<file path="config.mk">
export PLATFORM = sky130hd
export DESIGN_NAME = multicycle_controller
export DESIGN_NICKNAME = d
export VERILOG_FILES = /design/src/rtl/multicycle_controller_pkg.sv /design/src/rtl/multicycle_controller_alu_decode.sv /design/src/rtl/multicycle_controller.sv
export SDC_FILE = /design/constraint.sdc
export NUM_CORES = 1
export LEC_CHECK = 0
export CORE_MARGIN = 2
export CORE_UTILIZATION = 45
export DETAILED_ROUTE_END_ITERATION = 6
export PLACE_DENSITY = 0.83
export SLEW_MARGIN = 20
export SYNTH_ARGS = -nofsm -noshare
export SYNTH_HDL_FRONTEND = slang
export SYNTH_SLANG_ARGS = --single-unit
</file>
<file path="constraint.sdc">
create_clock -name clk -period 2.6 [get_ports clk]
set_input_delay 0.78 -clock clk [delete_from_list [all_inputs] [get_ports clk]]
set_output_delay 0.78 -clock clk [all_outputs]
set_load 0.01 [all_outputs]
</file>
<file path="src/rtl/multicycle_controller_pkg.sv">
// cpu_pkg: shared types and constants for the multi-cycle integer datapath
// controller: ALU operation codes, sequencer states and the opcodes it decodes.
package cpu_pkg;

    typedef enum logic [2:0] {
        ADD,
        SUB,
        AND,
        OR,
        XOR,
        SLL,
        SRL,
        SLT
    } alu_op_t;

    typedef enum logic [2:0] {
        IDLE,
        FETCH,
        DECODE,
        EXECUTE,
        WRITEBACK,
        HALT
    } mc_state_t;

    localparam logic [6:0] OP_R      = 7'b0110011;
    localparam logic [6:0] OP_I      = 7'b0010011;
    localparam logic [6:0] OP_SYSTEM = 7'b1110011;

    localparam logic [6:0] FUNCT7_BASE = 7'b0000000;
    localparam logic [6:0] FUNCT7_ALT  = 7'b0100000;

    // Base ALU operation selected by funct3; SUB is layered on top by the caller.
    function automatic alu_op_t funct3_to_op(input logic [2:0] funct3);
        alu_op_t op;
        case (funct3)
            3'b000:  op = ADD;
            3'b001:  op = SLL;
            3'b010:  op = SLT;
            3'b011:  op = SLT;
            3'b100:  op = XOR;
            3'b101:  op = SRL;
            3'b110:  op = OR;
            default: op = AND;
        endcase
        return op;
    endfunction

endpackage

</file>
<file path="src/rtl/multicycle_controller_alu_decode.sv">
// alu_decode: purely combinational instruction-field decoder. Produces the ALU
// operation, immediate select and legality of an instruction word, and flags
// SYSTEM opcodes (ecall) which stop the sequencer cleanly.
module alu_decode
    import cpu_pkg::*;
(
    input  logic [6:0] opcode,
    input  logic [2:0] funct3,
    input  logic [6:0] funct7,
    output logic [2:0] alu_op,
    output logic       use_imm,
    output logic       legal,
    output logic       is_system
);

    // Legality and operation select; for I-type the funct7 field is imm[11:5].
    always_comb begin
        alu_op    = funct3_to_op(funct3);
        use_imm   = 1'b0;
        legal     = 1'b0;
        is_system = 1'b0;
        case (opcode)
            OP_R: begin
                if (funct7 == FUNCT7_BASE) begin
                    legal = 1'b1;
                end else if ((funct7 == FUNCT7_ALT) && (funct3 == 3'b000)) begin
                    legal  = 1'b1;
                    alu_op = SUB;
                end
            end
            OP_I: begin
                use_imm = 1'b1;
                // Shift-right immediates only exist in the logical form here.
                legal   = (funct3 != 3'b101) || (funct7 == FUNCT7_BASE);
            end
            OP_SYSTEM: begin
                is_system = 1'b1;
            end
            default: begin
                legal = 1'b0;
            end
        endcase
    end

endmodule

</file>
<file path="src/rtl/multicycle_controller.sv">
// multicycle_controller: fetch/decode/execute/writeback sequencer for the
// integer datapath. Fetches over an imem_req/imem_ready handshake with a
// bounded wait, then issues ir_write, alu_op/use_imm, reg_write and pc_write
// in their phases. Stops for good on ecall, illegal encoding or fetch timeout.
// Build option: define MC_STEP_EN to add the step input; the sequencer then
// returns to IDLE after each writeback so one instruction retires per step.
//
// state     | meaning
// ----------+------------------------------------------------------------
// IDLE      | waiting for start (or step) to begin fetching
// FETCH     | imem_req high, waiting for imem_ready, timeout running
// DECODE    | legality check of the captured instruction
// EXECUTE   | alu_op/use_imm driven from the instruction register
// WRITEBACK | reg_write (rd != 0), pc_write, retired count advances
// HALT      | terminal: ecall, illegal instruction or fetch timeout
module multicycle_controller
    import cpu_pkg::*;
#(
    parameter int COUNT_W       = 32,
    parameter int FETCH_TIMEOUT = 16
) (
    input  logic               clk,
    input  logic               reset,
    input  logic               start,
`ifdef MC_STEP_EN
    input  logic               step,
`endif
    output logic               imem_req,
    input  logic               imem_ready,
    input  logic [31:0]        instruction,
    output logic               ir_write,
    output logic               pc_write,
    output logic               reg_write,
    output logic [2:0]         alu_op,
    output logic               use_imm,
    output logic               busy,
    output logic               halted,
    output logic               illegal,
    output logic               fetch_fault,
    output logic [COUNT_W-1:0] retired
);

    localparam logic [2:0] S_IDLE      = IDLE;
    localparam logic [2:0] S_FETCH     = FETCH;
    localparam logic [2:0] S_DECODE    = DECODE;
    localparam logic [2:0] S_EXECUTE   = EXECUTE;
    localparam logic [2:0] S_WRITEBACK = WRITEBACK;
    localparam logic [2:0] S_HALT      = HALT;

    localparam int              TO_W    = (FETCH_TIMEOUT > 1) ? $clog2(FETCH_TIMEOUT) : 1;
    localparam logic [TO_W-1:0] TO_LOAD = TO_W'(FETCH_TIMEOUT - 1);

    logic [2:0]      state;
    logic [2:0]      state_nxt;
    logic [31:0]     ir;
    logic [TO_W-1:0] to_cnt;
    logic            go;
    logic [2:0]      wb_next;
    logic            fetch_hit;
    logic            fetch_expired;
    logic            exec_phase;

    logic [2:0]      dec_alu_op;
    logic            dec_use_imm;
    logic            dec_legal;
    logic            dec_system;

    // Register-source fields are the datapath's business, not the sequencer's.
    logic            unused_ir_fields;
    assign unused_ir_fields = ^ir[24:15];

`ifdef MC_STEP_EN
    assign go      = start | step;
    assign wb_next = S_IDLE;
`else
    assign go      = start;
    assign wb_next = S_FETCH;
`endif

    assign fetch_hit     = (state == S_FETCH) && imem_ready;
    assign fetch_expired = (state == S_FETCH) && !imem_ready && (to_cnt == '0);
    assign exec_phase    = (state == S_EXECUTE) || (state == S_WRITEBACK);

    alu_decode u_alu_decode (
        .opcode    (ir[6:0]),
        .funct3    (ir[14:12]),
        .funct7    (ir[31:25]),
        .alu_op    (dec_alu_op),
        .use_imm   (dec_use_imm),
        .legal     (dec_legal),
        .is_system (dec_system)
    );

    // Next-state selection; DECODE sends both ecall and bad encodings to HALT.
    always_comb begin
        state_nxt = state;
        case (state)
            S_IDLE: begin
                if (go) state_nxt = S_FETCH;
            end
            S_FETCH: begin
                if (imem_ready)         state_nxt = S_DECODE;
                else if (to_cnt == '0)  state_nxt = S_HALT;
            end
            S_DECODE: begin
                state_nxt = dec_legal ? S_EXECUTE : S_HALT;
            end
            S_EXECUTE: begin
                state_nxt = S_WRITEBACK;
            end
            S_WRITEBACK: begin
                state_nxt = wb_next;
            end
            S_HALT: begin
                state_nxt = S_HALT;
            end
            default: begin
                state_nxt = S_IDLE;
            end
        endcase
    end

    // State register.
    always_ff @(posedge clk or negedge reset) begin
        if (!reset) state <= S_IDLE;
        else        state <= state_nxt;
    end

    // Instruction register, written only on a completed fetch handshake.
    always_ff @(posedge clk or negedge reset) begin
        if (!reset)         ir <= '0;
        else if (fetch_hit) ir <= instruction;
    end

    // Fetch wait timer: reloaded whenever not fetching, so every FETCH entry
    // starts with the full budget; expiry is the terminal count of zero.
    always_ff @(posedge clk or negedge reset) begin
        if (!reset) begin
            to_cnt <= '0;
        end else if (state != S_FETCH) begin
            to_cnt <= TO_LOAD;
        end else if (!imem_ready && (to_cnt != '0)) begin
            to_cnt <= to_cnt - TO_W'(1);
        end
    end

    // Sticky halt causes; only reset clears them.
    always_ff @(posedge clk or negedge reset) begin
        if (!reset) begin
            illegal     <= 1'b0;
            fetch_fault <= 1'b0;
        end else begin
            if ((state == S_DECODE) && !dec_legal && !dec_system) illegal <= 1'b1;
            if (fetch_expired) fetch_fault <= 1'b1;
        end
    end

    // Retired-instruction counter, wraps naturally at 2^COUNT_W.
    always_ff @(posedge clk or negedge reset) begin
        if (!reset)                    retired <= '0;
        else if (state == S_WRITEBACK) retired <= retired + COUNT_W'(1);
    end

    assign imem_req  = (state == S_FETCH);
    assign ir_write  = fetch_hit;
    assign pc_write  = (state == S_WRITEBACK);
    assign reg_write = (state == S_WRITEBACK) && (ir[11:7] != 5'd0);
    assign alu_op    = exec_phase ? dec_alu_op : ADD;
    assign use_imm   = exec_phase && dec_use_imm;
    assign busy      = (state == S_FETCH) || (state == S_DECODE) ||
                       (state == S_EXECUTE) || (state == S_WRITEBACK);
    assign halted    = (state == S_HALT);

endmodule

</file>
==> metrics.txt <==
outcome=complete, but fails checks; Hold Slack=0.377 ns; final period utilization=116%; Clock Tree Buf Depth=2; antenna violations before repair=0; Cell Area, Placed=3710 um^2; Die H=84.4 um; 1st-iter DRT viols=90; most frequent cell on the critical path=or3_4; fraction of layout cells with a size suffix above 1=19.9%; largest net degree at the start of global routing=29; HP Class=in -> async; Slew Limit Fails=0; Main synth FF type=dfrtp_1; Leakage=0.00181 uW; initial core utilization=46.1%; Clock Skew=0.00611 ns; Root Buffer=clkbuf_8; TritonRoute pass-1 iters=4; slowest stage cell, crit path=or4_4; Cells after Synth=246; I/O pins=80; Clock Sinks=63; # nets final=369; routed len/inst=14.2 um; Cell Area, Synth=2910 um^2; total core area=6310 um^2; Worst Path Class, Setup=reg -> out; Final GP Congestion=0.768; sequential cell area=1580 um^2; ant diodes=0; Buffers on Ports=69; Max Clk Rate=332 MHz; DP Wirelength=4.26 mm; final setup fails=1; Setup Total Neg Slack=-0.413 ns; critical-path maximum fanout=2; DRC=0; most common cell in the netlist=dfrtp_1; Slew @ Worst Pin=0.642 ns; Die W=84.4 um; setup slack after layout=-0.413 ns; Synth top cells by count=dfrtp_1, xnor2_1, mux2_2, nand2_1, nand3_1; Max-slew headroom=56.9%; Netlist cell types=41; ys async rst share=100%; final instance area=3960 um^2; Overall Global Routing Usage=18.2%; DRT antenna net count=0; number of buffers created by CTS=9; via count=2209; vias per inst=5.35; Syn-to-layout area delta=36.3%; PD cells=502 nW/um^2; CP startpoint kind=register; crit path DAT=2.23 ns; crit-path cells=or4_4 -> or3_4 -> or3_4 -> a21oi_2 -> buf_2; vias in the first global route=2229; RSZ-0062 raised after global routing=yes; H-tree depth=3; final wirelength=5.88 mm; clk slew on worst S/H paths=0.07 ns; Final min period=3.01 ns; Mapped Nets=284; CTS tree=built; largest cells by area after synthesis=dfrtp_1, xnor2_1, mux2_2; Avg Inst Size Synth=11.8 um^2; share of the synthesized area in the top cell type=54.2%; Max-Cap Viols=0; kind of end point of the critical path=output pin; GRT Residual Overflow=0; clk_lat worst skew=0.33 ns; post-synthesis sequential element count=63; Hold Fails Final Rpt=0; FILL cells=530; worst vdd ir=0.363 mV; CP peak stage delay=0.54 ns; EDFF count, synth=0; sequential fraction of the synthesis area=54.2%; Synth Warn #=0; failing checks=negative setup slack; Multi-input gate area=1280 um^2; Std-Cell Rows=29; first-pass GRT wire length=10.4 mm; critical path required time=1.82 ns; Synth area leader=dfrtp_1; Die Area=7120 um^2
[state kept, by name, indices dropped and copies added, names as in the netlist]
signal and count:
fetch_fault 1, ir 22, retired 32, state 3, illegal 1, to_cnt 4
[layer usage]
metal | track usage, % | up-vias | routed length (um)
li1 | - | 1048 | -
met1 | 24.2 | 1088 | 2680
met2 | 27.9 | 63 | 2780
met3 | 4.92 | 10 | 304
met4 | 8.51 | 0 | 115
met5 | 0 | - | 0
[where the power goes]
group | switching (uW) | internal [uW] | leakage, uW
Clock | 357 | 592 | 0.000114
Combinational | 25.8 | 35.0 | 0.000858
Sequential | 0 | 980 | 0.000839
Total | 383 | 1610 | 0.00181
[stage by stage]
stage | setup WS [ns] | total power [uW] | std cells | utilization, %
2_1_floorplan | 0.0780 | 1000 | 246 | -
3_3_place_gp | -0.454 | 1060 | 395 | 58.8
3_5_place_dp | -0.474 | 1060 | 395 | 58.8
4_1_cts | -0.437 | 2010 | 412 | 62.6
5_1_grt | -0.490 | 2070 | 413 | 62.8
6_report | -0.413 | 1990 | 413 | 62.8
[cells by family after synthesis]
| family | count (synthesis) | share of synthesized area (%) |
|---|---|---|
| AND/OR/NAND/NOR | 88 | 18.4 |
| flip-flops | 63 | 54.2 |
| AO/OA/AOI/OAI | 25 | 5.59 |
| buffers and inverters | 14 | 2.88 |
| XOR/XNOR | 33 | 9.94 |
| adder cells (fa/ha/maj) | 2 | 0.860 |
| multiplexers | 21 | 8.13 |
[layout by cell type (no fill, tap or decap), types with 2 or more instances in the layout]
cell	count
nor4_4	2
dfrtp_1	63
and2_1	2
xor2_1	4
xnor2_1	29
bufinv_16	2
clkbuf_1	2
nand4_1	11
nor3b_1	2
ha_1	2
buf_4	14
o21bai_1	2
and4_1	7
nor2b_1	2
a21oi_1	4
dlygate4sd2_1	4
clkbuf_8	11
nor3_1	4
and3_1	4
or3_4	2
nor2_1	8
o21a_1	2
or3_1	2
nand3_1	15
nand2_1	17
inv_1	5
clkdlybuf4s50_1	59
o21ai_0	7
mux2_2	21
clkbuf_2	3
buf_2	2
[final timing paths]
| path | cells after the start | start | to | slack, ns |
|---|---|---|---|---|
| worst max-delay path | 5 | ir[28] | alu_op[0] | -0.41 |
| worst min-delay path | 1 | reset | retired[10] | 0.38 |
| worst max register to register | 5 | state[1] | retired[22] | 0.51 |
| worst min register to register | 1 | fetch_fault | fetch_fault | 0.46 |
| max in group asynchronous | 2 | reset | ir[11] | 1.51 |
| min in group clk | 1 | fetch_fault | fetch_fault | 0.46 |
[layout make-up]
class / count / share of cell area [%]
clock buffers: 13 / 4.01
multi-input cells: 169 / 32.3
flip-flops and latches: 63 / 39.8
well taps: 77 / 2.43
clock inverters: 3 / 1.64
inverters: 5 / 0.473
repair buffers: 83 / 19.4
[critical path, delay by kind of cell (launching register included)]
family | cells | cell delay, ns
AND/OR/NAND/NOR | 3 | 1.26
flip-flops | 1 | 0.38
buffers and inverters | 1 | 0.14
AO/OA/AOI/OAI | 1 | 0.12
[timing repair]
action                     in CTS  in global routing
hold buffers                    0                  0
resized for setup              18                  9
buffers inserted                1                  1
setup endpoints to repair       7                  6
pin swaps                       4                  1
No activity file was read; power rests on OpenSTA's default activity.
